### config.mk
export PLATFORM = sky130hd
export DESIGN_NAME = spi_slave_core
export DESIGN_NICKNAME = d
export VERILOG_FILES = /design/src/rtl/spi_slave_core_pkg.sv /design/src/rtl/spi_slave_in_sync.sv /design/src/rtl/spi_slave_core.sv
export SDC_FILE = /design/constraint.sdc
export NUM_CORES = 1
export LEC_CHECK = 0
export CORE_ASPECT_RATIO = 1.1
export CORE_MARGIN = 1
export CORE_UTILIZATION = 25
export DETAILED_ROUTE_END_ITERATION = 10
export DONT_BUFFER_PORTS = 1
export HOLD_SLACK_MARGIN = 0.1
export PLACE_DENSITY = 0.42
export SLEW_MARGIN = 40
export SYNTH_ARGS = -nofsm -noshare
export SYNTH_HDL_FRONTEND = slang
export SYNTH_SLANG_ARGS = --single-unit
### constraint.sdc
create_clock -name BUS_CLK -period 10.3 [get_ports BUS_CLK]
set_input_delay 1.545 -clock BUS_CLK [delete_from_list [all_inputs] [get_ports BUS_CLK]]
set_output_delay 1.545 -clock BUS_CLK [all_outputs]
set_load 0.005 [all_outputs]
### src/rtl/spi_slave_core_pkg.sv
// Shared definitions for the SPI responder: version, register map, FSM encoding.
package spi_slave_core_pkg;

  localparam logic [7:0] VERSION = 8'd1;

  // Register window occupies the first 16 addresses; TX memory follows directly.
  localparam int unsigned REG_SPACE = 16;

  localparam logic [3:0] ADDR_VERSION = 4'd0;
  localparam logic [3:0] ADDR_STATUS  = 4'd1;
  localparam logic [3:0] ADDR_RXB_LO  = 4'd2;
  localparam logic [3:0] ADDR_RXB_HI  = 4'd3;
  localparam logic [3:0] ADDR_FRAMES  = 4'd4;
  localparam logic [3:0] ADDR_CTRL    = 4'd5;
  localparam logic [3:0] ADDR_MEMB_LO = 4'd14;
  localparam logic [3:0] ADDR_MEMB_HI = 4'd15;

  // Cycles after BUS_RST until the synchronizer pipeline holds real pin levels.
  localparam logic [2:0] WARM_CYCLES = 3'd4;

  typedef enum logic [1:0] {
    ST_IDLE      = 2'd0,
    ST_ACTIVE    = 2'd1,
    ST_WAIT_IDLE = 2'd2
  } state_t;

  // SPI pin bundle as seen by the synchronizer.
  typedef struct packed {
    logic sld;
    logic sdi;
    logic sen;
    logic sclk;
  } spi_pins_t;

  // 16-bit increment that sticks at all-ones.
  function automatic logic [15:0] sat_inc16(input logic [15:0] v);
    return (v == 16'hFFFF) ? v : v + 16'd1;
  endfunction

endpackage

### src/rtl/spi_slave_in_sync.sv
// Two-flop synchronizer with a level/edge register stage; level, rise and fall are mutually aligned.
module spi_slave_in_sync #(
  parameter int unsigned W = 1
) (
  input  logic         BUS_CLK,
  input  logic         BUS_RST,
  input  logic [W-1:0] din,
  output logic [W-1:0] level,
  output logic [W-1:0] rise,
  output logic [W-1:0] fall
);

  logic [W-1:0] meta;
  logic [W-1:0] sync;

  // Synchronize pins, then register the level together with its edge pulses.
  always_ff @(posedge BUS_CLK or posedge BUS_RST) begin
    if (BUS_RST) begin
      meta  <= '0;
      sync  <= '0;
      level <= '0;
      rise  <= '0;
      fall  <= '0;
    end else begin
      meta  <= din;
      sync  <= meta;
      level <= sync;
      rise  <= sync & ~level;
      fall  <= ~sync & level;
    end
  end

endmodule

### src/rtl/spi_slave_core.sv
// SPI responder: oversampled SPI port shifting into RX memory and out of TX memory, basil bus access.
module spi_slave_core
  import spi_slave_core_pkg::*;
#(
  parameter int unsigned ABUSWIDTH = 16,
  parameter int unsigned MEM_BYTES = 16
) (
  input  logic                 BUS_CLK,
  input  logic                 BUS_RST,
  input  logic [ABUSWIDTH-1:0] BUS_ADD,
  input  logic [7:0]           BUS_DATA_IN,
  input  logic                 BUS_RD,
  input  logic                 BUS_WR,
  output logic [7:0]           BUS_DATA_OUT,
  input  logic                 SCLK,
  input  logic                 SEN,
  input  logic                 SDI,
  input  logic                 SLD,
  output logic                 SDO
);

  localparam int unsigned MEM_BITS    = 8 * MEM_BYTES;
  localparam int unsigned IDX_W       = (MEM_BYTES > 1) ? $clog2(MEM_BYTES) : 1;
  localparam int unsigned TX_BASE     = REG_SPACE;
  localparam int unsigned RX_BASE     = TX_BASE + MEM_BYTES;
  localparam int unsigned MEM_END     = RX_BASE + MEM_BYTES;
  localparam logic [15:0] MEM_BYTES_W = 16'(MEM_BYTES);

  state_t     state_q, state_d;
  spi_pins_t  pin_in, pin_lvl, pin_rise, pin_fall;

  logic [7:0]  tx_mem [MEM_BYTES];
  logic [7:0]  rx_mem [MEM_BYTES];

  logic [15:0] bit_cnt_q;
  logic [15:0] rx_bits_q;
  logic [7:0]  frame_cnt_q;
  logic        busy_q, overflow_q, sld_seen_q, enable_q;
  logic [2:0]  warm_q;

  logic        start_c, capture_c, shift_c, close_c;
  logic        warm_done_c;
  logic        in_range_c;
  logic [IDX_W-1:0] bit_idx_c;
  logic [2:0]  bit_pos_c;
  logic        tx_bit_c;

  logic [31:0] add_u_c;
  logic [3:0]  reg_sel_c;
  logic        is_reg_c, is_tx_c, is_rx_c;
  logic [IDX_W-1:0] tx_off_c, rx_off_c;
  logic        soft_rst_c, clr_status_c, ctrl_wr_c, tx_wr_c;
  logic [7:0]  rd_mux_c;
  logic        unused_pins_c;

  assign pin_in = '{sld: SLD, sdi: SDI, sen: SEN, sclk: SCLK};

  spi_slave_in_sync #(
    .W ($bits(spi_pins_t))
  ) u_in_sync (
    .BUS_CLK (BUS_CLK),
    .BUS_RST (BUS_RST),
    .din     (pin_in),
    .level   (pin_lvl),
    .rise    (pin_rise),
    .fall    (pin_fall)
  );

  assign unused_pins_c = ^{pin_lvl.sclk, pin_lvl.sld, pin_rise.sdi, pin_fall.sdi, pin_fall.sld};

  // Bus address decode into register window, TX memory and RX memory.
  assign add_u_c      = 32'(BUS_ADD);
  assign reg_sel_c    = add_u_c[3:0];
  assign is_reg_c     = add_u_c < REG_SPACE;
  assign is_tx_c      = (add_u_c >= TX_BASE) && (add_u_c < RX_BASE);
  assign is_rx_c      = (add_u_c >= RX_BASE) && (add_u_c < MEM_END);
  assign tx_off_c     = IDX_W'(add_u_c - TX_BASE);
  assign rx_off_c     = IDX_W'(add_u_c - RX_BASE);
  assign soft_rst_c   = BUS_WR && is_reg_c && (reg_sel_c == ADDR_VERSION);
  assign clr_status_c = BUS_WR && is_reg_c && (reg_sel_c == ADDR_STATUS);
  assign ctrl_wr_c    = BUS_WR && is_reg_c && (reg_sel_c == ADDR_CTRL);
  assign tx_wr_c      = BUS_WR && is_tx_c;

  // Frame bit n lives in byte n/8, MSB first; TX is read live so late bus writes still shift out.
  assign in_range_c  = 32'(bit_cnt_q) < MEM_BITS;
  assign bit_idx_c   = IDX_W'(bit_cnt_q >> 3);
  assign bit_pos_c   = 3'd7 - bit_cnt_q[2:0];
  assign tx_bit_c    = tx_mem[bit_idx_c][bit_pos_c];
  assign warm_done_c = (warm_q == WARM_CYCLES);

  // FSM state register.
  always_ff @(posedge BUS_CLK or posedge BUS_RST) begin
    if (BUS_RST) state_q <= ST_IDLE;
    else         state_q <= state_d;
  end

  // Next state and per-cycle shift controls; SEN already high without a fresh rise means a frame we missed.
  always_comb begin
    state_d   = state_q;
    start_c   = 1'b0;
    capture_c = 1'b0;
    shift_c   = 1'b0;
    close_c   = 1'b0;
    if (soft_rst_c) begin
      state_d = pin_lvl.sen ? ST_WAIT_IDLE : ST_IDLE;
    end else if (warm_done_c) begin
      case (state_q)
        ST_IDLE: begin
          if (pin_lvl.sen) begin
            if (pin_rise.sen && enable_q) begin
              state_d = ST_ACTIVE;
              start_c = 1'b1;
            end else begin
              state_d = ST_WAIT_IDLE;
            end
          end
        end
        ST_ACTIVE: begin
          capture_c = pin_rise.sclk;
          shift_c   = pin_fall.sclk;
          if (pin_fall.sen) begin
            close_c = 1'b1;
            state_d = ST_IDLE;
          end
        end
        ST_WAIT_IDLE: begin
          if (!pin_lvl.sen) state_d = ST_IDLE;
        end
        default: state_d = ST_IDLE;
      endcase
    end
  end

  // Shift counter, SDO, status and control registers.
  always_ff @(posedge BUS_CLK or posedge BUS_RST) begin
    if (BUS_RST) begin
      warm_q      <= '0;
      bit_cnt_q   <= '0;
      rx_bits_q   <= '0;
      frame_cnt_q <= '0;
      busy_q      <= 1'b0;
      overflow_q  <= 1'b0;
      sld_seen_q  <= 1'b0;
      enable_q    <= 1'b1;
      SDO         <= 1'b0;
    end else begin
      if (!warm_done_c) warm_q <= warm_q + 3'd1;
      if (soft_rst_c) begin
        bit_cnt_q   <= '0;
        rx_bits_q   <= '0;
        frame_cnt_q <= '0;
        busy_q      <= 1'b0;
        overflow_q  <= 1'b0;
        sld_seen_q  <= 1'b0;
        enable_q    <= 1'b1;
        SDO         <= 1'b0;
      end else begin
        if (start_c) begin
          bit_cnt_q <= '0;
          busy_q    <= 1'b1;
          SDO       <= tx_mem[0][7];
        end
        if (capture_c) bit_cnt_q <= sat_inc16(bit_cnt_q);
        if (shift_c)   SDO <= in_range_c ? tx_bit_c : 1'b0;
        // Frame close sees the count including a bit captured in the same cycle.
        if (close_c) begin
          rx_bits_q   <= capture_c ? sat_inc16(bit_cnt_q) : bit_cnt_q;
          frame_cnt_q <= frame_cnt_q + 8'd1;
          busy_q      <= 1'b0;
          SDO         <= 1'b0;
        end
        overflow_q <= (overflow_q & ~clr_status_c) | (capture_c & ~in_range_c);
        sld_seen_q <= (sld_seen_q & ~clr_status_c) | pin_rise.sld;
        if (ctrl_wr_c) enable_q <= BUS_DATA_IN[0];
      end
    end
  end

  // TX memory written from the bus, RX memory bit-written from the shifter.
  always_ff @(posedge BUS_CLK or posedge BUS_RST) begin
    if (BUS_RST) begin
      for (int i = 0; i < int'(MEM_BYTES); i++) begin
        tx_mem[i] <= '0;
        rx_mem[i] <= '0;
      end
    end else begin
      if (tx_wr_c) tx_mem[tx_off_c] <= BUS_DATA_IN;
      if (capture_c && in_range_c) rx_mem[bit_idx_c][bit_pos_c] <= pin_lvl.sdi;
    end
  end

  // Read data mux for the presented address.
  always_comb begin
    rd_mux_c = 8'h00;
    if (is_reg_c) begin
      case (reg_sel_c)
        ADDR_VERSION: rd_mux_c = VERSION;
        ADDR_STATUS:  rd_mux_c = {5'b0, sld_seen_q, overflow_q, busy_q};
        ADDR_RXB_LO:  rd_mux_c = rx_bits_q[7:0];
        ADDR_RXB_HI:  rd_mux_c = rx_bits_q[15:8];
        ADDR_FRAMES:  rd_mux_c = frame_cnt_q;
        ADDR_CTRL:    rd_mux_c = {7'b0, enable_q};
        ADDR_MEMB_LO: rd_mux_c = MEM_BYTES_W[7:0];
        ADDR_MEMB_HI: rd_mux_c = MEM_BYTES_W[15:8];
        default:      rd_mux_c = 8'h00;
      endcase
    end else if (is_tx_c) begin
      rd_mux_c = tx_mem[tx_off_c];
    end else if (is_rx_c) begin
      rd_mux_c = rx_mem[rx_off_c];
    end
  end

  // Registered read data, valid the cycle after the address.
  always_ff @(posedge BUS_CLK or posedge BUS_RST) begin
    if (BUS_RST)     BUS_DATA_OUT <= 8'h00;
    else if (BUS_RD) BUS_DATA_OUT <= rd_mux_c;
  end

endmodule
==> metrics.log, run 1 <==
[metrics] run status: completed
[metrics] maximum resistive drop on vdd: 0.0926 mV
[metrics] number of H-tree levels: 2
[metrics] Die Span Y: 277 µm
[metrics] worst slew margin relative to its limit: 0.401
[metrics] DR DRC count: 0
[metrics] post-route clock period utilization: 0.347
[metrics] largest net degree at the start of global routing: 129
[metrics] TritonCTS clock tree: done
[metrics] Clk pin slew, worst setup/hold paths: 0.06 ns
[metrics] Routed Wire Length: 50800 µm
[metrics] syn_nets: 1352
[metrics] Synth Warn #: 0
[metrics] wire length of the first global-routing pass: 77300 µm
[metrics] estimated wirelength of the detail-placed design: 32400 µm
[metrics] Worst Reg-to-Reg Cells: 7
[metrics] largest fanout on the critical path: 17
[metrics] Final Core Density: 0.288
[metrics] maximum clock insertion buffer count: 3
[metrics] library cell used as clock root buffer: sky130_fd_sc_hd__clkbuf_16
[metrics] quantity of hold-fixing buffers added after cts: 0
[metrics] final setup violation count: 0
[metrics] ratio of total power to cell area: 150 mW/mm²
[metrics] average footprint of a synthesized cell: 13.0 µm²
[metrics] global-route usage over all layers: 0.148
[metrics] boundary pin count: 41
[metrics] Seq cells post-synth: roughly 330
[metrics] Layout Skew: 0.0167 ns
[metrics] element type at the critical path end: flop
[metrics] worst r2r dst: rx_bits_q[2]$_DFFE_PP0N_
[metrics] cell count after placement: about 2200
[metrics] mean number of vias per cell: 4.87
[metrics] Core Rows: 100
[metrics] net switching share of the total power: 0.229
[metrics] WP data required: 10.75 ns
[metrics] number of buffers inserted during clock tree synthesis: 40
[metrics] worst setup path class: input pin to flop
[metrics] first-pass iteration count of the detailed router: 5
[metrics] power after layout: ~2.9 mW
[metrics] layout net count: 1328
[metrics] clock network fraction of total power: 0.501
[metrics] die area: 0.0696 mm²
[metrics] post-synthesis async set-or-reset flop share: 1.00
[metrics] leak pwr: ~8.3 nW
[metrics] area share of the largest cell type after synthesis: 0.482
[metrics] overflow left after global routing: 0
[metrics] end of the worst hold path: u_in_sync.sync[0]$_DFF_PP0_
[metrics] share of the yosys chip area belonging to registers: 0.484
[metrics] P_int: between 2 and 2.5 mW
[metrics] count of instances resized after the clock tree is built: 0
[metrics] area added between synthesis and finish: 13.7%
[metrics] share of cells above drive strength 1: 0.331
[metrics] Slew Limit Fails: 0
[metrics] Total Negative Setup Slacks: 0 ns
[metrics] floorplan die width: 252 µm
[metrics] cell with the most instances after synthesis: sky130_fd_sc_hd__dfrtp_1
[metrics] HP Start: u_in_sync.meta[0]$_DFF_PP0_
[metrics] remaining number of nets flagged by the antenna check after routing: 0
[metrics] number of antenna violations at the first check in global routing: 0
[metrics] via count: 10900
[metrics] cell area after technology mapping: 0.0171 mm²
[metrics] Comb pwr share: 0.038
[metrics] Initial DRC Count: 692
[metrics] top flip-flop cell by instance count after synthesis: sky130_fd_sc_hd__dfrtp_1
[metrics] crit start category: input pin
[metrics] cell depth of the worst min-delay path: 0
[metrics] post-layout min period: approximately 3.6 ns
[metrics] count of max-cap constraint violations: 0
[metrics] largest cells by area after synthesis: sky130_fd_sc_hd__dfrtp_1 48%, sky130_fd_sc_hd__mux2_2 14%, sky130_fd_sc_hd__mux4_2 13%
[metrics] core box area: ~0.068 mm²
[metrics] unique cell type count in the Yosys netlist: 66
[metrics] critical register-to-register path startpoint: bit_cnt_q[3]$_DFFE_PP0P_
[metrics] number of antenna cells inserted: 0
[metrics] class of the most critical hold timing path: flop to flop
[metrics] post-detailed-route wirelength per cell: 22.7 µm
[metrics] highest clock rate: approximately 280 MHz
[metrics] unrepaired setup endpoints after global routing: no
[metrics] proportion of power drawn by flip-flops and latches: 0.461
[metrics] clock insertion delay at the later pin of the skew report: 0.57 ns
[metrics] Placer Congestion: 0.792
[metrics] Net Sw Power: around 0.67 mW
[metrics] reg2reg setup slack: 6.99 ns
[metrics] Initial Util: 0.253
[metrics] Setup Fix Bufs, Post-CTS: 0
[metrics] number of sinks on the clock net: 331
[metrics] Synth top cells by count: 330 x sky130_fd_sc_hd__dfrtp_1, 211 x sky130_fd_sc_hd__mux2_2, 176 x sky130_fd_sc_hd__nand2_1
[metrics] post-synthesis instance total: 1316
[metrics] slew at the pin with the worst max-slew slack: 0.890 ns
[metrics] number of synthesized flops with an enable pin: 0
[metrics] count of input and output buffers: 0
[metrics] signal arrival time at the worst endpoint: about 4.0 ns
[metrics] post-route non-filler standard cell count: 2239
[metrics] final hold slack: around 0.35 ns
[metrics] vias in the first global route: 11500
[metrics] cell type with the largest total area after synthesis: sky130_fd_sc_hd__dfrtp_1
[metrics] Final Hold Violating Endpoints: 0
## cells in the final DEF (no fill, tap or decap), types with 10 or more instances in the layout
cell                        instances
sky130_fd_sc_hd__mux2_2           211
sky130_fd_sc_hd__a211oi_1          14
sky130_fd_sc_hd__nor2b_1           10
sky130_fd_sc_hd__nor4_1            11
sky130_fd_sc_hd__nand2b_1          11
sky130_fd_sc_hd__a22oi_1           18
sky130_fd_sc_hd__xnor2_1           13
sky130_fd_sc_hd__buf_4             16
sky130_fd_sc_hd__clkbuf_8          14
sky130_fd_sc_hd__nand3_1           26
sky130_fd_sc_hd__dfrtp_1          327
sky130_fd_sc_hd__clkbuf_16         40
sky130_fd_sc_hd__a21oi_1           16
sky130_fd_sc_hd__nand2_1          176
sky130_fd_sc_hd__mux2_1            52
sky130_fd_sc_hd__mux2i_1           22
sky130_fd_sc_hd__nor2_1            68
sky130_fd_sc_hd__nor3_1            17
sky130_fd_sc_hd__mux4_2           101
## critical path, cell delays in order
cell and delay, ns:
sky130_fd_sc_hd__nor2b_1 0.34, sky130_fd_sc_hd__nand4_1 0.44, sky130_fd_sc_hd__o31ai_4 0.49, sky130_fd_sc_hd__buf_4 0.44, sky130_fd_sc_hd__nor4_4 0.12, sky130_fd_sc_hd__buf_4 0.22, sky130_fd_sc_hd__nand2_1 0.07, sky130_fd_sc_hd__mux2_2 0.33
## metal layers
layer,GRT usage,vias to the layer above,part of all wire
li1,-,4826,-
met1,0.195,5830,0.44
met2,0.249,181,0.49
met3,0.0198,69,0.032
met4,0.0521,0,0.028
met5,0,-,0
## cell families after synthesis
kind of cell    synth area share
compound gates            0.0391
fa+ha+maj                0.00292
simple gates               0.110
xor+xnor                 0.00972
flops                      0.484
mux                        0.326
buf+inv                   0.0288
## metrics by stage
step | cell area, µm² | worst slack (ns)
2_1_floorplan | 17100 | 4.34
3_3_place_gp | 18000 | 6.25
3_5_place_dp | 18100 | 6.20
4_1_cts | 19500 | 6.79
5_1_grt | 19500 | 6.49
6_report | 19500 | 6.73
## power groups by stage
| stage | logic [mW] | registers, mW | clock network (mW) |
|---|---|---|---|
| 6_report | 0.111 | 1.35 | 1.47 |
| 5_1_grt | 0.124 | 1.35 | 1.56 |
| 4_1_cts | 0.114 | 1.35 | 1.51 |
| 3_5_place_dp | 0.114 | 1.37 | 0 |
| 3_3_place_gp | 0.110 | 1.37 | 0 |
| 2_1_floorplan | 0.109 | 1.36 | 0 |
## final cells by class
cell class | instances | area, µm²
fillers | 6836 | 48200
multi-input cells | 888 | 8400
flip-flops and latches | 331 | 8290
clock buffers | 62 | 1210
well taps | 918 | 1150
repair buffers | 23 | 243
clock inverters | 9 | 150
inverters | 8 | 33.8
## sequential cells by signal, summed over array words and instances (netlist names), 8 cells and up
signal / count
rx_mem: 128
tx_mem: 128
bit_cnt_q: 16
rx_bits_q: 16
BUS_DATA_OUT: 8
frame_cnt_q: 8
## how the worst max path moves through the flow
stage	startpoint	end	slack, ns	depth (start not counted)
floorplan	BUS_RST	BUS_DATA_OUT[0]$_DFFE_PP0P_	4.34	1
global placement	BUS_WR	rx_mem[2]$_DFFE_PP0P_	6.25	7
detailed placement	BUS_WR	rx_mem[114]$_DFFE_PP0P_	6.20	7
CTS	bit_cnt_q[3]$_DFFE_PP0P_	rx_bits_q[2]$_DFFE_PP0N_	6.79	7
global route	BUS_WR	rx_mem[82]$_DFFE_PP0P_	6.49	8
finish	BUS_WR	rx_mem[122]$_DFFE_PP0P_	6.73	8
Note: power is estimated with default switching activity, not from simulation.
==> run 2, diff against run 1 <==
- clock period: 10.3 -> 3.2 ns (I/O delays scaled with it)
==> metrics.log, run 2 (same netlist as run 1, synthesis figures left out) <==
[metrics] via count: 11200 (was 10900)
[metrics] area added between synthesis and finish: 16.2% (was 13.7%)
[metrics] core box area: 0.0677 mm² (unchanged)
[metrics] biggest regs: rx_mem: 128 flops, tx_mem: 128 flops (unchanged)
[metrics] count of max-cap constraint violations: 0 (unchanged)
[metrics] Core Rows: 100 (unchanged)
[metrics] least setup slack across all paths after layout: 0.296 ns (was 6.73 ns)
[metrics] Die Span Y: 277 µm (unchanged)
[metrics] largest fanout on the critical path: 14 (was 17)
[metrics] Final Core Density: 0.294 (was 0.288)
[metrics] Critical path origin: bit_cnt_q[3]$_DFFE_PP0P_ (was BUS_WR)
[metrics] worst setup path class: flop to flop (was input pin to flop)
[metrics] count of instances resized after the clock tree is built: 0 (unchanged)
[metrics] maximum resistive drop on vdd: 0.313 mV (was 0.0926 mV)
[metrics] critical path endpoint: SDO$_DFFE_PP0P_ (was rx_mem[122]$_DFFE_PP0P_)
[metrics] P_int: 7.27 mW (was 2.26 mW)
[metrics] run status: completed (unchanged)
[metrics] Final Hold Violating Endpoints: 0 (unchanged)
[metrics] Initial Util: 0.253 (unchanged)
[metrics] reg2reg setup slack: 0.30 ns (was 6.99 ns)
[metrics] post-layout min period: 2.90 ns
[metrics] final hold slack: 0.140 ns (was 0.347 ns)
[metrics] maximum clock insertion buffer count: 3 (unchanged)
[metrics] element type at the critical path end: flop (unchanged)
[metrics] clock insertion delay at the later pin of the skew report: 0.57 ns (about the same)
[metrics] combined area of the multi-input logic cells: 0.00836 mm² (was 0.00840 mm²)
[metrics] Filler cells: 6845 (was 6836)
[metrics] Post-Place Setup Slack: 0.279 ns (was 6.20 ns)
[metrics] ratio of total power to cell area: 478 mW/mm² (was 150 mW/mm²)
[metrics] wire length of the first global-routing pass: 79300 µm (was 77300 µm)
[metrics] count of input and output buffers: 0 (unchanged)
[metrics] clock network fraction of total power: 0.500 (was 0.501)
[metrics] number of sinks on the clock net: 331 (unchanged)
[metrics] worst slew margin relative to its limit: 0.443 (was 0.401)
[metrics] net switching share of the total power: 0.236 (was 0.229)
[metrics] final setup violation count: 0 (unchanged)
[metrics] mean number of vias per cell: 4.89 (was 4.87)
[metrics] sequential cell area: 0.00829 mm² (unchanged)
[metrics] crit start category: flop (was input pin)
[metrics] critical register-to-register path startpoint: bit_cnt_q[3]$_DFFE_PP0P_ (unchanged)
[metrics] post-detailed-route wirelength per cell: 22.6 µm (was 22.7 µm)
[metrics] layout net count: 1382 (was 1328)
[metrics] Comb pwr share: 0.046 (was 0.038)
[metrics] overflow left after global routing: 0 (unchanged)
[metrics] die area: 0.0696 mm² (unchanged)
[metrics] global-route usage over all layers: 0.152 (was 0.148)
[metrics] DR DRC count: 0 (unchanged)
[metrics] routing usage on met1: 0.201 (was 0.195)
[metrics] floorplan die width: 252 µm (unchanged)
[metrics] busiest grt layer: met2 (unchanged)
[metrics] Placer Congestion: 0.807 (was 0.792)
[metrics] vias in the first global route: 11800 (was 11500)
[metrics] highest-count cells in the layout ignoring fill and taps: 327 x sky130_fd_sc_hd__dfrtp_1, 211 x sky130_fd_sc_hd__mux2_2, 176 x sky130_fd_sc_hd__nand2_1, 101 x sky130_fd_sc_hd__mux4_2, 75 x sky130_fd_sc_hd__nor2_1 (was 327 x sky130_fd_sc_hd__dfrtp_1, 211 x sky130_fd_sc_hd__mux2_2, 176 x sky130_fd_sc_hd__nand2_1, 101 x sky130_fd_sc_hd__mux4_2, 68 x sky130_fd_sc_hd__nor2_1)
[metrics] highest clock rate: roughly 340 MHz
[metrics] number of antenna violations at the first check in global routing: 3 (was 0)
[metrics] proportion of power drawn by flip-flops and latches: 0.454 (was 0.461)
[metrics] number of H-tree levels: 2 (unchanged)
[metrics] TritonCTS clock tree: done (unchanged)
[metrics] class of the most critical hold timing path: input pin to flop (was flop to flop)
[metrics] number of buffers inserted during clock tree synthesis: 41 (was 40)
[metrics] slew at the pin with the worst max-slew slack: 0.832 ns (was 0.890 ns)
[metrics] Net Sw Power: 2.24 mW (was 0.669 mW)
[metrics] Clk pin slew, worst setup/hold paths: 0.06 ns (about the same)
[metrics] boundary pin count: 41 (unchanged)
[metrics] Initial DRC Count: 728 (was 692)
[metrics] unrepaired setup endpoints after global routing: no (unchanged)
[metrics] library cell used as clock root buffer: sky130_fd_sc_hd__clkbuf_16 (unchanged)
[metrics] met3 usage: 0.0256 (was 0.0198)
[metrics] Worst Reg-to-Reg Cells: 7 (unchanged)
[metrics] commonest non-fill, non-tap cell in the layout: sky130_fd_sc_hd__dfrtp_1 (unchanged)
[metrics] estimated wirelength of the detail-placed design: 33700 µm (was 32400 µm)
[metrics] first-pass iteration count of the detailed router: 5 (unchanged)
[metrics] Layout Skew: 0.0204 ns (was 0.0167 ns)
[metrics] Routed Wire Length: 51800 µm (was 50800 µm)
[metrics] post-route clock period utilization: 0.907
[metrics] Setup Fix Bufs, Post-CTS: 0 (unchanged)
[metrics] power after layout: 9.51 mW (was 2.93 mW)
[metrics] worst r2r dst: SDO$_DFFE_PP0P_ (was rx_bits_q[2]$_DFFE_PP0N_)
[metrics] share of cells above drive strength 1: 0.342 (was 0.331)
[metrics] Slew Limit Fails: 0 (unchanged)
[metrics] signal arrival time at the worst endpoint: 3.34 ns (was 4.02 ns)
[metrics] leak pwr: 8.57 nW (was 8.31 nW)
[metrics] largest net degree at the start of global routing: 129 (unchanged)
[metrics] GR met2 Demand/Resource: 0.251 (was 0.249)
[metrics] WP data required: 3.64 ns (was 10.75 ns)
[metrics] remaining number of nets flagged by the antenna check after routing: 0 (unchanged)
-- run 2: worst max-delay path, cell delays in order (launching register included) --
cell	delay [ns]
sky130_fd_sc_hd__dfrtp_2	0.66
sky130_fd_sc_hd__buf_4	0.27
sky130_fd_sc_hd__mux4_1	0.62
sky130_fd_sc_hd__a22oi_1	0.21
sky130_fd_sc_hd__o311ai_0	0.16
sky130_fd_sc_hd__nor4_1	0.57
sky130_fd_sc_hd__buf_4	0.21
sky130_fd_sc_hd__o31ai_1	0.07
-- run 2: area by class of cell --
cell class | instances | area share
repair buffers | 76 | 0.0352
flip-flops and latches | 331 | 0.416
diodes | 1 | 0.000126
multi-input cells | 888 | 0.420
clock buffers | 58 | 0.0598
inverters | 8 | 0.00170
well taps | 918 | 0.0577
clock inverters | 15 | 0.00899
-- run 2: metal layers --
metal / part of all wire / vias up
li1: - / 4934
met1: 0.44 / 5995
met2: 0.49 / 220
met3: 0.040 / 73
met4: 0.029 / 2
met5: 0.00025 / -
-- run 2: power groups by stage --
stage	combinational, mW	clock, mW	sequential (mW)
2_1_floorplan	0.351	0	4.37
3_3_place_gp	0.397	0	4.40
3_5_place_dp	0.398	0	4.40
4_1_cts	0.446	4.92	4.32
5_1_grt	0.482	5.06	4.33
6_report	0.435	4.76	4.32
-- run 2: what timing repair did --
action                     4_1_cts  5_1_grt
hold buffers                    14        0
setup endpoints to repair        0        0
hold endpoints to repair       143        0
-- run 2: worst min path at each step --
stage / slack [ns] / endpoint / start / depth (start not counted)
after floorplan: 0.33 / u_in_sync.level[2]$_DFF_PP0_ / u_in_sync.sync[2]$_DFF_PP0_ / 0
after global placement: 0.34 / u_in_sync.sync[0]$_DFF_PP0_ / u_in_sync.meta[0]$_DFF_PP0_ / 0
after detailed placement: 0.34 / u_in_sync.sync[2]$_DFF_PP0_ / u_in_sync.meta[2]$_DFF_PP0_ / 0
after CTS: 0.11 / BUS_DATA_OUT[3]$_DFFE_PP0P_ / BUS_RD / 2
after global routing: 0.14 / BUS_DATA_OUT[6]$_DFFE_PP0P_ / BUS_RD / 2
final: 0.14 / BUS_DATA_OUT[3]$_DFFE_PP0P_ / BUS_RD / 2
-- run 2: stage by stage --
step / std cells / setup TNS, ns / instance area, µm²
5_1_grt: 2294 / 0 / 19900
6_report: 2295 / 0 / 19900
4_1_cts: 2294 / 0 / 19900
3_3_place_gp: 2207 / 0 / 18400
3_5_place_dp: 2207 / 0 / 18400
2_1_floorplan: 1316 / -561.45 / 17100
